File: src/rtl/clock_divide_multi.sv
// Multi-channel programmable clock divider: each channel's frequency in Hz is turned into a
// half-period count by one shared restoring divider, driving a 50% square wave and a rising-edge tick.
module clock_divide_multi #(
    parameter int CLK_HZ = 50_000_000,
    parameter int NUM_CH = 4,
    parameter int FREQ_W = 24,
    parameter int CNT_W  = 32
) (
    input  logic                     clk_in,
    input  logic                     rst,
    input  logic [NUM_CH*FREQ_W-1:0] freq,
    input  logic [NUM_CH-1:0]        load,
    input  logic [NUM_CH-1:0]        enable,
    output logic [NUM_CH-1:0]        clk_div,
    output logic [NUM_CH-1:0]        tick,
    output logic                     busy
);
    localparam int DW = (FREQ_W + 1 > CNT_W + 1) ? FREQ_W + 1 : CNT_W + 1;
    localparam int SW = (NUM_CH > 1) ? $clog2(NUM_CH) : 1;
    localparam int BW = $clog2(CNT_W + 1);

    typedef enum logic [1:0] {IDLE, START, DIV, WB} state_t;
    state_t state, state_next;

    logic [FREQ_W-1:0] freq_latch [NUM_CH];
    logic [NUM_CH-1:0] pend, pend_next, clr;
    logic [SW-1:0]     sel, pick;
    logic              pick_valid;
    logic              take, do_start, do_step, do_wb;
    logic [DW-1:0]     divisor, rem;
    logic [CNT_W-1:0]  quo, wb_half;
    logic [BW-1:0]     bit_cnt;
    logic [DW:0]       trial, diff;
    logic              ge;
    logic [CNT_W-1:0]  half [NUM_CH];
    logic [CNT_W-1:0]  cnt  [NUM_CH];

    always_comb begin
        pick       = '0;
        pick_valid = 1'b0;
        for (int i = NUM_CH - 1; i >= 0; i--) begin
            if (pend[i]) begin
                pick       = SW'(i);
                pick_valid = 1'b1;
            end
        end
    end

    always_ff @(posedge clk_in) begin
        if (rst) state <= IDLE;
        else     state <= state_next;
    end

    always_comb begin
        state_next = state;
        case (state)
            IDLE:    if (pick_valid) state_next = START;
            START:   state_next = DIV;
            DIV:     if (bit_cnt == BW'(CNT_W - 1)) state_next = WB;
            WB:      state_next = IDLE;
            default: state_next = IDLE;
        endcase
    end

    always_comb begin
        take     = (state == IDLE) && pick_valid;
        do_start = (state == START);
        do_step  = (state == DIV);
        do_wb    = (state == WB);
    end

    // A load arriving on the same cycle its channel is picked stays pending.
    always_comb begin
        clr       = take ? (NUM_CH'(1) << pick) : '0;
        pend_next = (pend & ~clr) | load;
    end

    always_ff @(posedge clk_in) begin
        if (rst) begin
            pend <= '0;
            sel  <= '0;
            busy <= 1'b0;
            for (int i = 0; i < NUM_CH; i++) freq_latch[i] <= '0;
        end else begin
            pend <= pend_next;
            busy <= (pend_next != '0) || (state_next != IDLE);
            if (take) sel <= pick;
            for (int i = 0; i < NUM_CH; i++) begin
                if (load[i]) freq_latch[i] <= freq[i*FREQ_W +: FREQ_W];
            end
        end
    end

    always_comb begin
        trial = {rem, quo[CNT_W-1]};
        ge    = trial >= {1'b0, divisor};
        diff  = trial - {1'b0, divisor};
    end

    always_ff @(posedge clk_in) begin
        if (rst) begin
            rem     <= '0;
            quo     <= '0;
            divisor <= '0;
            bit_cnt <= '0;
        end else if (do_start) begin
            rem     <= '0;
            quo     <= CNT_W'(CLK_HZ);
            divisor <= DW'(freq_latch[sel]) << 1;
            bit_cnt <= '0;
        end else if (do_step) begin
            rem     <= ge ? diff[DW-1:0] : trial[DW-1:0];
            quo     <= {quo[CNT_W-2:0], ge};
            bit_cnt <= bit_cnt + 1'b1;
        end
    end

    // The zero test uses the captured divisor, so a reload mid-division cannot change this result.
    always_comb begin
        if (divisor == '0)     wb_half = '0;
        else if (quo == '0)    wb_half = CNT_W'(1);
        else                   wb_half = quo;
    end

    always_ff @(posedge clk_in) begin
        if (rst) begin
            clk_div <= '0;
            tick    <= '0;
            for (int i = 0; i < NUM_CH; i++) begin
                half[i] <= '0;
                cnt[i]  <= '0;
            end
        end else begin
            for (int i = 0; i < NUM_CH; i++) begin
                if (do_wb && sel == SW'(i)) begin
                    half[i]    <= wb_half;
                    cnt[i]     <= '0;
                    clk_div[i] <= 1'b0;
                    tick[i]    <= 1'b0;
                end else if (half[i] == '0) begin
                    cnt[i]     <= '0;
                    clk_div[i] <= 1'b0;
                    tick[i]    <= 1'b0;
                end else if (!enable[i]) begin
                    tick[i]    <= 1'b0;
                end else if (cnt[i] == half[i] - 1'b1) begin
                    cnt[i]     <= '0;
                    clk_div[i] <= ~clk_div[i];
                    tick[i]    <= ~clk_div[i];
                end else begin
                    cnt[i]     <= cnt[i] + 1'b1;
                    tick[i]    <= 1'b0;
                end
            end
        end
    end
endmodule

File: config.mk
export PLATFORM = sky130hd
export DESIGN_NAME = clock_divide_multi
export DESIGN_NICKNAME = d
export VERILOG_FILES = /design/src/rtl/clock_divide_multi.sv
export SDC_FILE = /design/constraint.sdc
export NUM_CORES = 1
export LEC_CHECK = 0
export ABC_AREA = 1
export CORE_MARGIN = 2
export CORE_UTILIZATION = 40
export DETAILED_ROUTE_END_ITERATION = 7
export PLACE_DENSITY = 0.62
export SYNTH_ARGS = -nofsm -noshare
export SYNTH_HDL_FRONTEND = slang
export SYNTH_SLANG_ARGS = --single-unit
File: constraint.sdc
create_clock -name clk_in -period 7.1 [get_ports clk_in]
set_input_delay 2.13 -clock clk_in [delete_from_list [all_inputs] [get_ports clk_in]]
set_output_delay 2.13 -clock clk_in [all_outputs]
set_load 0.01 [all_outputs]
# == After elaboration in Yosys (flattened, before gate mapping) ==
# Memories as Yosys holds them, arrays and structs flattened. A register that Yosys moved wholly into a read port is not among the register bits.
# Index checks and enable logic that the tools add are counted.
# totals
ff_bits,88
latch_bits,0
ram_bits,352
rom_bits,0
input_bits,106
output_inout_bits,9
word_cells,242
n_memories,3
# op_classes
add_sub_neg,10
mul,0
div_mod_pow,0
order_cmp,1
n_eq_ne,11
shifts,1
mux,131
n_bitwise,39
n_reduce_logical,30
# mem_list
name,depth,width,read_ports,rd_ports_with_merged_regs,wr,line,rtl
cnt,4,32,4,0,4,36,logic [CNT_W-1:0] cnt [NUM_CH];
half,4,32,4,0,4,35,logic [CNT_W-1:0] half [NUM_CH];
freq_latch,4,24,1,1,4,25,logic [FREQ_W-1:0] freq_latch [NUM_CH];
# ops
operator,n
32-bit 2-to-1 mux,22
32-bit zero test,5
32-bit by 1-bit adder with 32-bit output (second input constant),4
32-bit equality test,4
32-bit by 1-bit subtractor with 32-bit output (second input constant),4
24-bit 2-to-1 mux,4
1-bit 2-to-1 mux,94
26-bit 2-to-1 mux,2
34-bit by 25-bit >= comparator with 1-bit output,1
33-bit zero test,1
33-bit 2-to-1 mux,1
33-bit by 25-bit subtractor with 33-bit output,1
1-bit OR,24
5-bit OR reduction,4
2-bit 2-to-1 mux,6
1-bit NOT,12
3-bit OR reduction,4
2-bit equality test (second input constant),4
2-bit one-hot mux with 4 select lines,1
2-bit AND reduction,4
6-bit by 1-bit adder with 6-bit output (second input constant),1
6-bit by 5-bit equality test with 1-bit output (second input constant),1
1-bit logical AND,5
4-bit bitwise AND,1
10 further kinds,13

# == Depth between registers and ports, before layout ==
# depth
word_depth,11
depth_mapped,18
mapped_depth_nobuf,18

# == Worst setup path after synthesis ==
# Ideal clock, no wire load.
# synth_timing
path_type,in2reg
from,in rst
to,"mem cnt[3][0], enable pin"
setup_time_ps,375
arrival_ps,4828
required_ps,6725
path_slack_ps,1898
stages,6
path_buffers,1
path_cell_list,clkbuf_1 -> clkinv_1 -> o21ai_0 -> nor2_1 -> inv_1 -> or2_2
# synth_lines
element,line,rtl
from (decl),10,"input logic rst,"
to (decl),36,

==> metrics.yaml <==
status: "finished, final reports clean"
cts.sinks: 464
final_cells: 4780
fmax_mhz: 208
drive_above_1_share: 0.0736
hold_buffers: 0
postCtsSetupRepairBufs: 0
finClkSkew_ns: 0.0251
met2_usage: 0.335
die_area_um2: 74100
ant_nets: 0
htree_levels: 2
n_fill_cell: 7076
relSlewSlack: 0.207
grt_max_degree: 57
dp.cells: 4682
cts_tree: "built"
power_frac_clock: 0.290
report.final.setup_viol: 0
gp_congestion: 0.894
crit_slowest_cell: "o21ai_4"
yosys_warnings: 0
async_reset_ff_frac: 0
drt_wl_total_mm: 75.7
worstPathRequired_ns: 7.35
dr.pass1.iters: 5
core_area_um2: 71400
tightest_slew_ns: 1.19
grt_pass1_vias: 22800
seq_area_frac_synth: 0.445
root_buffer: "clkbuf_16"
p_leak_nw: 13.1
path_class: "in -> reg"
drcViolationCount: 0
rsz0062_at_grt: "no"
die_h_um: 272
synth_flop_cell: "edfxtp_1"
regArea_um2: 12800
rrSetupSlack_ns: 3.58
grt_pass1_wl_mm: 121
combPwrFrac: 0.341
crit_chain: "clkdlybuf4s50_1, buf_4, clkinv_1, o21ai_4, a21oi_1, inv_1, or2_2"
drtIter0Drc: 1585
power.density_nw_per_um2: 292
reg2reg_from: "half[1][0]$_SDFFCE_PN0P_"
synth_area_leaders: "edfxtp_1, nand2_1, nor2_1"
hp-class: "reg -> reg"
grt.met3_usage: 0.0227
switching_share: 0.383
finalHoldViolCount: 0
min_from: "rem[0]$_SDFFE_PP0P_"
clock_latency_ns: 0.63
cp-start-kind: "input pin"
whs_endpoint: "rem[0]$_SDFFE_PP0P_"
synth.cell_area_um2: 28800
slew_violations: 0
worstPathArrival_ns: 5.06
crit_path_max_incr_delay_ns: 0.61
cts_resized: 0
seqPwrFrac: 0.369
grt_overflow: 0
yosysTopAreaCell: "edfxtp_1"
synth_top_area_share: 0.367
critical_path.top_delay_family: "buffers and inverters"
top_usage_layer: "met2"
nNetsFinal: 3930
p_total_mw: 9.52
num_rows: 98
multi_input_area_um2: 13800
syn_to_final_growth_pct: 13.1
die_w_um: 272
ioPinCount: 115
r2r-end: "cnt[1][30]$_SDFFCE_PN0P_"
synth-edff-count: 352
clkTransAtPathRegs_ns: 0.06
start_util: 0.403
n_antenna_cell: 0
grtUsageMet1: 0.269
cap_violations: 0
syn_area_per_cell_um2: 7.79
reg2reg_depth: 15
synth_fp_nets: 3838
vdd_ir_drop_max_mv: 0.243
holdPathStages: 2
p_switching_mw: 3.65
place_hpwl_mm: 56.2
viasPerCell: 5.02
synthesis.instances: 3694
grt_usage: 0.201
numCtsBuffers: 52
synth_cell_types: 60
antenna_found_initial: 0
path_buf_inv: 4
cts_buffer_depth: 3
end_kind: "register"
wl_per_cell_um: 15.8
fin_crit_sh: 0.678
ys_seq_elements: 464
port_buffers: 114
vias: 24000
cell_internal_pwr_mw: 5.87
fin_tns_setup_ns: 0
critPathMaxFanout: 33
period_needed_ns: 4.81
## flip-flops by register name (all words and copies together), names as in the netlist
| register | cells |
|---|---|
| pend | 4 |
| sel | 2 |
| freq_latch | 96 |
| state | 2 |
| bit_cnt | 6 |
| tick | 4 |
| divisor | 24 |
| clk_div | 4 |
| rem | 33 |
| busy | 1 |
| cnt | 128 |
| quo | 32 |
| half | 128 |
## cell families after synthesis
| group | after synthesis | share of synthesized area |
|---|---|---|
| DFF | 464 | 0.445 |
| buffers and inverters | 562 | 0.0772 |
| and+or+nand+nor | 2043 | 0.319 |
| xor gates and xnor gates | 218 | 0.0678 |
| AOI/OAI and AO/OA | 369 | 0.0737 |
| adders and majority gates | 38 | 0.0168 |
## metal layers
metal  vias up  share of wire
met4         0          0.037
met5         -              0
met2       561           0.47
li1      12300              -
met3       132          0.048
met1     11000           0.45
## worst reg2reg max path: stages, from the launching register on
cell	delay, ns
edfxtp_1	0.43
inv_1	0.10
ha_1	0.21
nand3_1	0.13
nor2_1	0.76
nand2_1	0.31
o21ai_1	0.26
nand2_1	0.07
nand2_1	0.06
nand2_1	0.04
nor2_1	0.08
nand2_1	0.10
nor2_2	0.19
nand2_2	0.09
nand2_4	0.32
a21oi_1	0.09
## worst max-delay path by stage
stage | from | end | cells after the start
CTS | rst | cnt[2][25]$_SDFFCE_PN0P_ | 7
floorplan | rst | cnt[3][0]$_SDFFCE_PN0P_ | 6
finish | rst | cnt[2][3]$_SDFFCE_PN0P_ | 7
global placement | rst | cnt[2][0]$_SDFFCE_PN0P_ | 7
detailed placement | rst | cnt[2][3]$_SDFFCE_PN0P_ | 7
global route | rst | cnt[2][20]$_SDFFCE_PN0P_ | 7
## layout make-up
cell class,count,area share
multi-input combinational,2668,0.423
sequential,464,0.394
inverter,466,0.0537
clock buffer,74,0.0444
timing repair buffer,134,0.0397
tap,950,0.0365
clock inverter,24,0.00911
## per-stage QoR
step | worst slack [ns] | instance area [um^2] | hold WS [ns] | utilization
3_5_place_dp | 1.59 | 30800 | 0.465 | 0.432
5_1_grt | 2.02 | 32600 | 0.508 | 0.456
4_1_cts | 2.26 | 32600 | 0.475 | 0.456
6_report | 2.29 | 32600 | 0.474 | 0.456
3_3_place_gp | 1.69 | 30800 | 0.462 | 0.432
2_1_floorplan | 1.90 | 28800 | 0.449 | -
## Yosys cell counts, types with 5 or more instances
| cell | instances |
|---|---|
| buf_6 | 12 |
| a22oi_1 | 24 |
| nand2_2 | 16 |
| nand4_1 | 89 |
| nor3_1 | 49 |
| nor3b_2 | 6 |
| buf_4 | 5 |
| a31oi_1 | 16 |
| or2_0 | 7 |
| nand3_1 | 199 |
| a41oi_1 | 24 |
| dfxtp_1 | 112 |
| or2_2 | 34 |
| nand3_2 | 12 |
| nor3_2 | 17 |
| nor4_1 | 20 |
| o21bai_1 | 7 |
| nand2_1 | 768 |
| nand3b_1 | 23 |
| inv_1 | 453 |
| xnor2_1 | 71 |
| xor2_1 | 144 |
| inv_2 | 11 |
| edfxtp_1 | 352 |
| ha_1 | 37 |
| o211ai_1 | 11 |
| o21ai_0 | 107 |
| clkbuf_1 | 73 |
| a21oi_1 | 148 |
| nor2_1 | 704 |
| nor2_4 | 18 |
| nor2_2 | 46 |
| nor3b_1 | 9 |
| a21o_1 | 5 |
| o21ai_1 | 11 |
## power by group through the flow
stage	Sequential [mW]	Combinational, mW	Clock (mW)
after floorplan	3.46	2.45	0
after global placement	3.56	3.21	0
after detailed placement	3.57	3.21	0
after CTS	3.51	3.23	2.81
after global routing	3.55	3.66	2.91
final	3.52	3.25	2.76
## cell usage in the layout (no fill, tap or decap), types with 104 or more instances in the layout
| cell | instances |
|---|---|
| clkdlybuf4s50_1 | 114 |
| nand3_1 | 199 |
| dfxtp_1 | 112 |
| xor2_1 | 144 |
| edfxtp_1 | 352 |
| nand2_1 | 768 |
| a21oi_1 | 148 |
| inv_1 | 453 |
| o21ai_0 | 104 |
| nor2_1 | 702 |
No activity file was read; power rests on OpenSTA's default activity.
